==> config.mk <==
export PLATFORM = sky130hd
export DESIGN_NAME = run_length_detector_flat
export DESIGN_NICKNAME = d
export VERILOG_FILES = /design/src/rtl/run_det_pkg.sv /design/src/rtl/run_length_detector_if.sv /design/src/rtl/run_length_detector_sat_counter.sv /design/src/rtl/run_length_detector.sv /design/src/flat_wrapper.sv
export SDC_FILE = /design/constraint.sdc
export NUM_CORES = 1
export LEC_CHECK = 0
export ABC_AREA = 1
export CORE_MARGIN = 2
export CORE_UTILIZATION = 35
export DETAILED_ROUTE_END_ITERATION = 16
export PLACE_DENSITY = 0.59
export SETUP_SLACK_MARGIN = 0.1
export SYNTH_ARGS = -nofsm -noshare
export SYNTH_HDL_FRONTEND = slang
export SYNTH_HIERARCHICAL = 1
export SYNTH_SLANG_ARGS = --single-unit
==> constraint.sdc <==
create_clock -name clk -period 3.4 [get_ports clk]
set_input_delay 0.51 -clock clk [delete_from_list [all_inputs] [get_ports clk]]
set_output_delay 0.51 -clock clk [all_outputs]
set_load 0.005 [all_outputs]
==> src/rtl/run_det_pkg.sv <==
// Shared definitions for the run-length detector: FSM state encoding, mode codes
// and the mode gating that turns the two hit flags into the detect flag.
package run_det_pkg;

   typedef enum logic [1:0] {
      IDLE = 2'b00,
      RUN0 = 2'b01,
      RUN1 = 2'b10
   } state_t;

   localparam logic [1:0] MODE_BOTH = 2'b00;
   localparam logic [1:0] MODE_ZERO = 2'b01;
   localparam logic [1:0] MODE_ONE  = 2'b10;
   localparam logic [1:0] MODE_OFF  = 2'b11;

   function automatic logic modeGate(input logic [1:0] mode,
                                     input logic zeroHit,
                                     input logic oneHit);
      return (zeroHit && (mode == MODE_BOTH || mode == MODE_ZERO)) ||
             (oneHit  && (mode == MODE_BOTH || mode == MODE_ONE));
   endfunction

endpackage

==> src/rtl/run_length_detector_if.sv <==
// Control and status bundle of the run-length detector; the front end drives
// the master side and the detector sits on the slave side.
interface run_length_detector_if #(
   parameter int CNT_W = 4,
   parameter int HIT_W = 8
);
   logic             en;
   logic             clr;
   logic             w;
   logic [1:0]       mode;
   logic             b;
   logic             zero_hit;
   logic             one_hit;
   logic [CNT_W-1:0] run_len;
   logic             b_rise;
   logic [HIT_W-1:0] hit_cnt;

   modport master (
      output en, clr, w, mode,
      input  b, zero_hit, one_hit, run_len, b_rise, hit_cnt
   );

   modport slave (
      input  en, clr, w, mode,
      output b, zero_hit, one_hit, run_len, b_rise, hit_cnt
   );
endinterface

==> src/rtl/run_length_detector_sat_counter.sv <==
// Saturating up-counter with synchronous clear and a load-to-one, used for both
// the current run length and the detect event count.
module sat_counter #(
   parameter int W = 4
) (
   input  logic         clk,
   input  logic         rst_n,
   input  logic         clr,
   input  logic         load1,
   input  logic         inc,
   output logic [W-1:0] q
);

   logic [W-1:0] r_q;

   // load1 outranks inc so a new run always restarts at one
   always_ff @(posedge clk) begin
      if (!rst_n) begin
         r_q <= '0;
      end else if (clr) begin
         r_q <= '0;
      end else if (load1) begin
         r_q <= W'(1);
      end else if (inc && (r_q != {W{1'b1}})) begin
         r_q <= r_q + 1'b1;
      end
   end

   assign q = r_q;

endmodule

==> src/rtl/run_length_detector.sv <==
// Tracks the run of identical bits on w, flags long runs of 0s or 1s, gates the
// flags by mode and counts rising edges of the gated detect flag.
module run_length_detector
   import run_det_pkg::*;
#(
   parameter int ZERO_RUN = 2,
   parameter int ONE_RUN  = 1,
   parameter int CNT_W    = 4,
   parameter int HIT_W    = 8
) (
   input logic                 clk,
   input logic                 rst_n,
   run_length_detector_if.slave bus
);

   localparam int RUN_MAX = (1 << CNT_W) - 1;

   generate
      if (ZERO_RUN < 1 || ZERO_RUN > RUN_MAX) begin : g_badZeroRun
         $error("run_length_detector: ZERO_RUN must lie in 1..2^CNT_W-1");
      end
      if (ONE_RUN < 1 || ONE_RUN > RUN_MAX) begin : g_badOneRun
         $error("run_length_detector: ONE_RUN must lie in 1..2^CNT_W-1");
      end
   endgenerate

   state_t             r_state;
   state_t             w_nextState;
   logic               w_runStart;
   logic               w_runCont;
   logic               w_runClear;
   logic [CNT_W-1:0]   w_runLen;
   logic [HIT_W-1:0]   w_hitCnt;
   logic               w_zeroHit;
   logic               w_oneHit;
   logic               w_b;
   logic               w_bRise;
   logic               r_bQ;

   always_ff @(posedge clk) begin
      if (!rst_n) begin
         r_state <= IDLE;
      end else begin
         r_state <= w_nextState;
      end
   end

   // Next state plus the run counter controls: a change of bit starts a run,
   // a repeat continues it, and the unused encoding discards it.
   always_comb begin
      w_nextState = r_state;
      w_runStart  = 1'b0;
      w_runCont   = 1'b0;
      w_runClear  = bus.clr;
      if (bus.clr) begin
         w_nextState = IDLE;
      end else if (bus.en) begin
         case (r_state)
            IDLE: begin
               w_nextState = bus.w ? RUN1 : RUN0;
               w_runStart  = 1'b1;
            end
            RUN0: begin
               if (bus.w) begin
                  w_nextState = RUN1;
                  w_runStart  = 1'b1;
               end else begin
                  w_runCont = 1'b1;
               end
            end
            RUN1: begin
               if (!bus.w) begin
                  w_nextState = RUN0;
                  w_runStart  = 1'b1;
               end else begin
                  w_runCont = 1'b1;
               end
            end
            default: begin
               w_nextState = IDLE;
               w_runClear  = 1'b1;
            end
         endcase
      end
   end

   always_comb begin
      w_zeroHit = (r_state == RUN0) && (w_runLen >= CNT_W'(ZERO_RUN));
      w_oneHit  = (r_state == RUN1) && (w_runLen >= CNT_W'(ONE_RUN));
      w_b       = modeGate(bus.mode, w_zeroHit, w_oneHit);
      w_bRise   = w_b & ~r_bQ;
   end

   // Tracks b even while en is low so mode changes alone still yield edges
   always_ff @(posedge clk) begin
      if (!rst_n) begin
         r_bQ <= 1'b0;
      end else if (bus.clr) begin
         r_bQ <= 1'b0;
      end else begin
         r_bQ <= w_b;
      end
   end

   sat_counter #(.W(CNT_W)) u_runLen (
      .clk   (clk),
      .rst_n (rst_n),
      .clr   (w_runClear),
      .load1 (w_runStart),
      .inc   (w_runCont),
      .q     (w_runLen)
   );

   sat_counter #(.W(HIT_W)) u_hitCnt (
      .clk   (clk),
      .rst_n (rst_n),
      .clr   (bus.clr),
      .load1 (1'b0),
      .inc   (w_bRise),
      .q     (w_hitCnt)
   );

   assign bus.b        = w_b;
   assign bus.zero_hit = w_zeroHit;
   assign bus.one_hit  = w_oneHit;
   assign bus.run_len  = w_runLen;
   assign bus.b_rise   = w_bRise;
   assign bus.hit_cnt  = w_hitCnt;

endmodule

==> src/flat_wrapper.sv <==
// flat-port wrapper written by rule: the top's interface ports become plain ports
module run_length_detector_flat import run_det_pkg::*;
#(
   parameter int ZERO_RUN = 2,
   parameter int ONE_RUN  = 1,
   parameter int CNT_W    = 4,
   parameter int HIT_W    = 8
)
  (clk, rst_n, bus_en, bus_clr, bus_w, bus_mode, bus_b, bus_zero_hit, bus_one_hit, bus_run_len, bus_b_rise, bus_hit_cnt);
  run_length_detector_if #(.CNT_W(CNT_W), .HIT_W(HIT_W)) bus_i ();
  input logic clk;
  input logic rst_n;
  input wire logic [$bits(bus_i.en)-1:0] bus_en;
  input wire logic [$bits(bus_i.clr)-1:0] bus_clr;
  input wire logic [$bits(bus_i.w)-1:0] bus_w;
  input wire logic [$bits(bus_i.mode)-1:0] bus_mode;
  output wire logic [$bits(bus_i.b)-1:0] bus_b;
  output wire logic [$bits(bus_i.zero_hit)-1:0] bus_zero_hit;
  output wire logic [$bits(bus_i.one_hit)-1:0] bus_one_hit;
  output wire logic [$bits(bus_i.run_len)-1:0] bus_run_len;
  output wire logic [$bits(bus_i.b_rise)-1:0] bus_b_rise;
  output wire logic [$bits(bus_i.hit_cnt)-1:0] bus_hit_cnt;
  assign bus_i.en = bus_en;
  assign bus_i.clr = bus_clr;
  assign bus_i.w = bus_w;
  assign bus_i.mode = bus_mode;
  assign bus_b = bus_i.b;
  assign bus_zero_hit = bus_i.zero_hit;
  assign bus_one_hit = bus_i.one_hit;
  assign bus_run_len = bus_i.run_len;
  assign bus_b_rise = bus_i.b_rise;
  assign bus_hit_cnt = bus_i.hit_cnt;
  run_length_detector #(.ZERO_RUN(ZERO_RUN), .ONE_RUN(ONE_RUN), .CNT_W(CNT_W), .HIT_W(HIT_W)) u_core (.clk(clk), .rst_n(rst_n), .bus(bus_i));
endmodule
==> metrics.cfg <==
[outcome]
status = finished, final reports clean

[clock_tree]
cts_resized = 0
clk_path_buf_depth = 2
postCtsSetupBuffers = 0
cts_inserted_buffers = 3
tritoncts = yes
clkSinkCount = 15
htreeDepth = 1
cts.root.buffer_cell = clkbuf_4
clkSlewWorstSetupHoldPaths_ns = 0.09
insertion_delay_ns = 0.28
postCtsHoldBufs = 0

[floorplanning]
fp-row-count = 18
die-area_sq_um = 3040
die_h_um = 55.2
fp.coreArea_sq_um = 2480
start_util = 0.370
ios = 23
die_w_um = 55.2

[detailed_routing]
dr.first_iter.drc_count = 18
drt-pass1-iter-count = 4
post-route-drc-count = 0
viasPerCell = 4.72
drt_wl_total_um = 2040
ant_nets = 0
vias = 929
wl_per_cell_um = 10.4

[critical_path]
cp.required_ns = 2.89
critPathKind = primary input to output port
cp_slowest_cell = clkdlybuf4s50_1
critPathLaunchType = primary input
cp-end-kind = output port
critPathArrivalTime_ns = 1.96
cp.depth = 5
max_stage_delay_ns = 0.50
crit_buf_inv = 3
crit_path_frequent_cell = clkdlybuf4s50_1
critPathMaxFanout = 7
path_cells = clkdlybuf4s50_1, nand3b_2, a21oi_1, buf_4, clkdlybuf4s50_1
worstRegToRegCells = 9
cp_top_family = buffers and inverters

[global_routing]
grt_pass1_vias = 791
antenna_found_initial = 0
grt-ovfl-total = 0
grt_pass1_wl_um = 3330
grt_usage = 0.155
grt_max_degree = 9

[finish]
nets = 177
fill_cells = 256
drive_above_1_share = 0.114
layout_commonest_cell = nand2_1
antennaDiodeCount = 0
area_growth_pct = 32.2
utilization = 0.489
final_cell_mix = nand2_1 (35), clkdlybuf4s50_1 (22), inv_1 (19)

[power_and_ir_drop]
peakVddDrop_uv = 167
p_leak_nw = 0.522
p_per_area_nw_per_um2 = 259

[synth]
ys_seq_area_frac = 0.328
ys_types = 24
syn_avg_cell_area_sq_um = 6.59
synth_area_sq_um = 916
synth_warnings = 6
post-synth-top-area-cell = dfxtp_1
synth_seq_cells = 15
synth_top_area_frac = 0.328
ys_top_cells_by_area = dfxtp_1 (33%), nand2_1 (14%), inv_1 (7.8%), nand3_1 (7.1%), a21oi_1 (6.0%)
netlist_instances = 139

[sta]
period_minus_slack_ns = 2.47
rsz0062_at_grt = false
finClkSkew_ns = 0.00161
finalHoldViolCount = 0
finalCritPeriodShare = 0.727
setup_tns_ns = 0
setup_violations = 0
slew_violations = 0
max_freq_ghz = 0.405

[placement]
gp_congestion = 0.800
dp_hpwl_um = 1570
port_buffers = 22

[job]
drv_cap = 0

[worst_hold_path]
hp-class = flip-flop to flip-flop
hold_depth = 2

[path summary, 6_finish.rpt]
check	start	end	slack, ns
min	u_core/u_hitCnt/q[3]	u_core/u_hitCnt/q[3]	0.53
max reg2reg	u_core/u_runLen/q[2]	u_core/u_hitCnt/q[4]	1.84
max	bus_mode[1]	bus_b_rise	0.93
min reg2reg	u_core/u_hitCnt/q[3]	u_core/u_hitCnt/q[3]	0.53
[tightest hold or removal path, stage by stage (launching register included)]
cell and delay (ns):
dfxtp_1 0.36, nand2_1 0.08, a21oi_1 0.05
[cells by family (layout without fill, tap and decap cells)]
kind of cell	count (synthesis)	after routing	share of synthesized area
AND/OR/NAND/NOR	81	81	0.430
buffers and inverters	22	49	0.0902
flip-flops	15	15	0.328
AO/OA/AOI/OAI	14	14	0.0820
XOR/XNOR	4	4	0.0382
adder cells (fa/ha/maj)	2	2	0.0273
other	1	2	0.00409
[cell usage after synthesis (all sizes together)]
master   n
o31ai    1
conb     1
inv     22
nand4    3
and2     2
nand2   39
nor3     1
nor2    19
ha       2
o21ai    1
nand3b   3
a21oi   11
a211oi   1
dfxtp   15
xor2     4
nand3   14
[per-layer routing]
layer  GRT usage  wire length, um
met5           0                0
met3      0.0591              101
met2       0.256              944
met1       0.185              967
met4      0.0488               28
[state kept, by name (all words and copies together) (netlist names)]
| register | flops |
|---|---|
| u_core/r_bQ | 1 |
| u_core/r_state | 2 |
| u_core/u_hitCnt/q | 8 |
| u_core/u_runLen/q | 4 |
[report_power, final]
| part | total, W | internal [W] | switching (W) |
|---|---|---|---|
| Combinational | 0.0000284 | 0.0000141 | 0.0000144 |
| Sequential | 0.000180 | 0.000177 | 0.00000269 |
| Clock | 0.000106 | 0.0000456 | 0.0000601 |
[layout make-up]
type	count	area (sq um)	share of cell area
repair buffers	23	228	0.188
flip-flops and latches	15	300	0.248
multi-input cells	103	537	0.443
clock buffers	4	26.3	0.0217
well taps	30	37.5	0.0310
inverters	22	82.6	0.0682
[per-stage QoR]
stage	total power [W]	instance area (sq um)	worst slack, ns	hold slack [ns]	instances
2_1_floorplan	0.000198	920	1.71	0.487	140
3_5_place_dp	0.000212	1180	0.935	0.517	193
3_3_place_gp	0.000212	1180	0.929	0.507	193
4_1_cts	0.000320	1210	0.932	0.530	197
6_report	0.000314	1210	0.930	0.529	197
5_1_grt	0.000331	1210	0.811	0.546	197
Note: power is estimated with default switching activity, not from simulation.
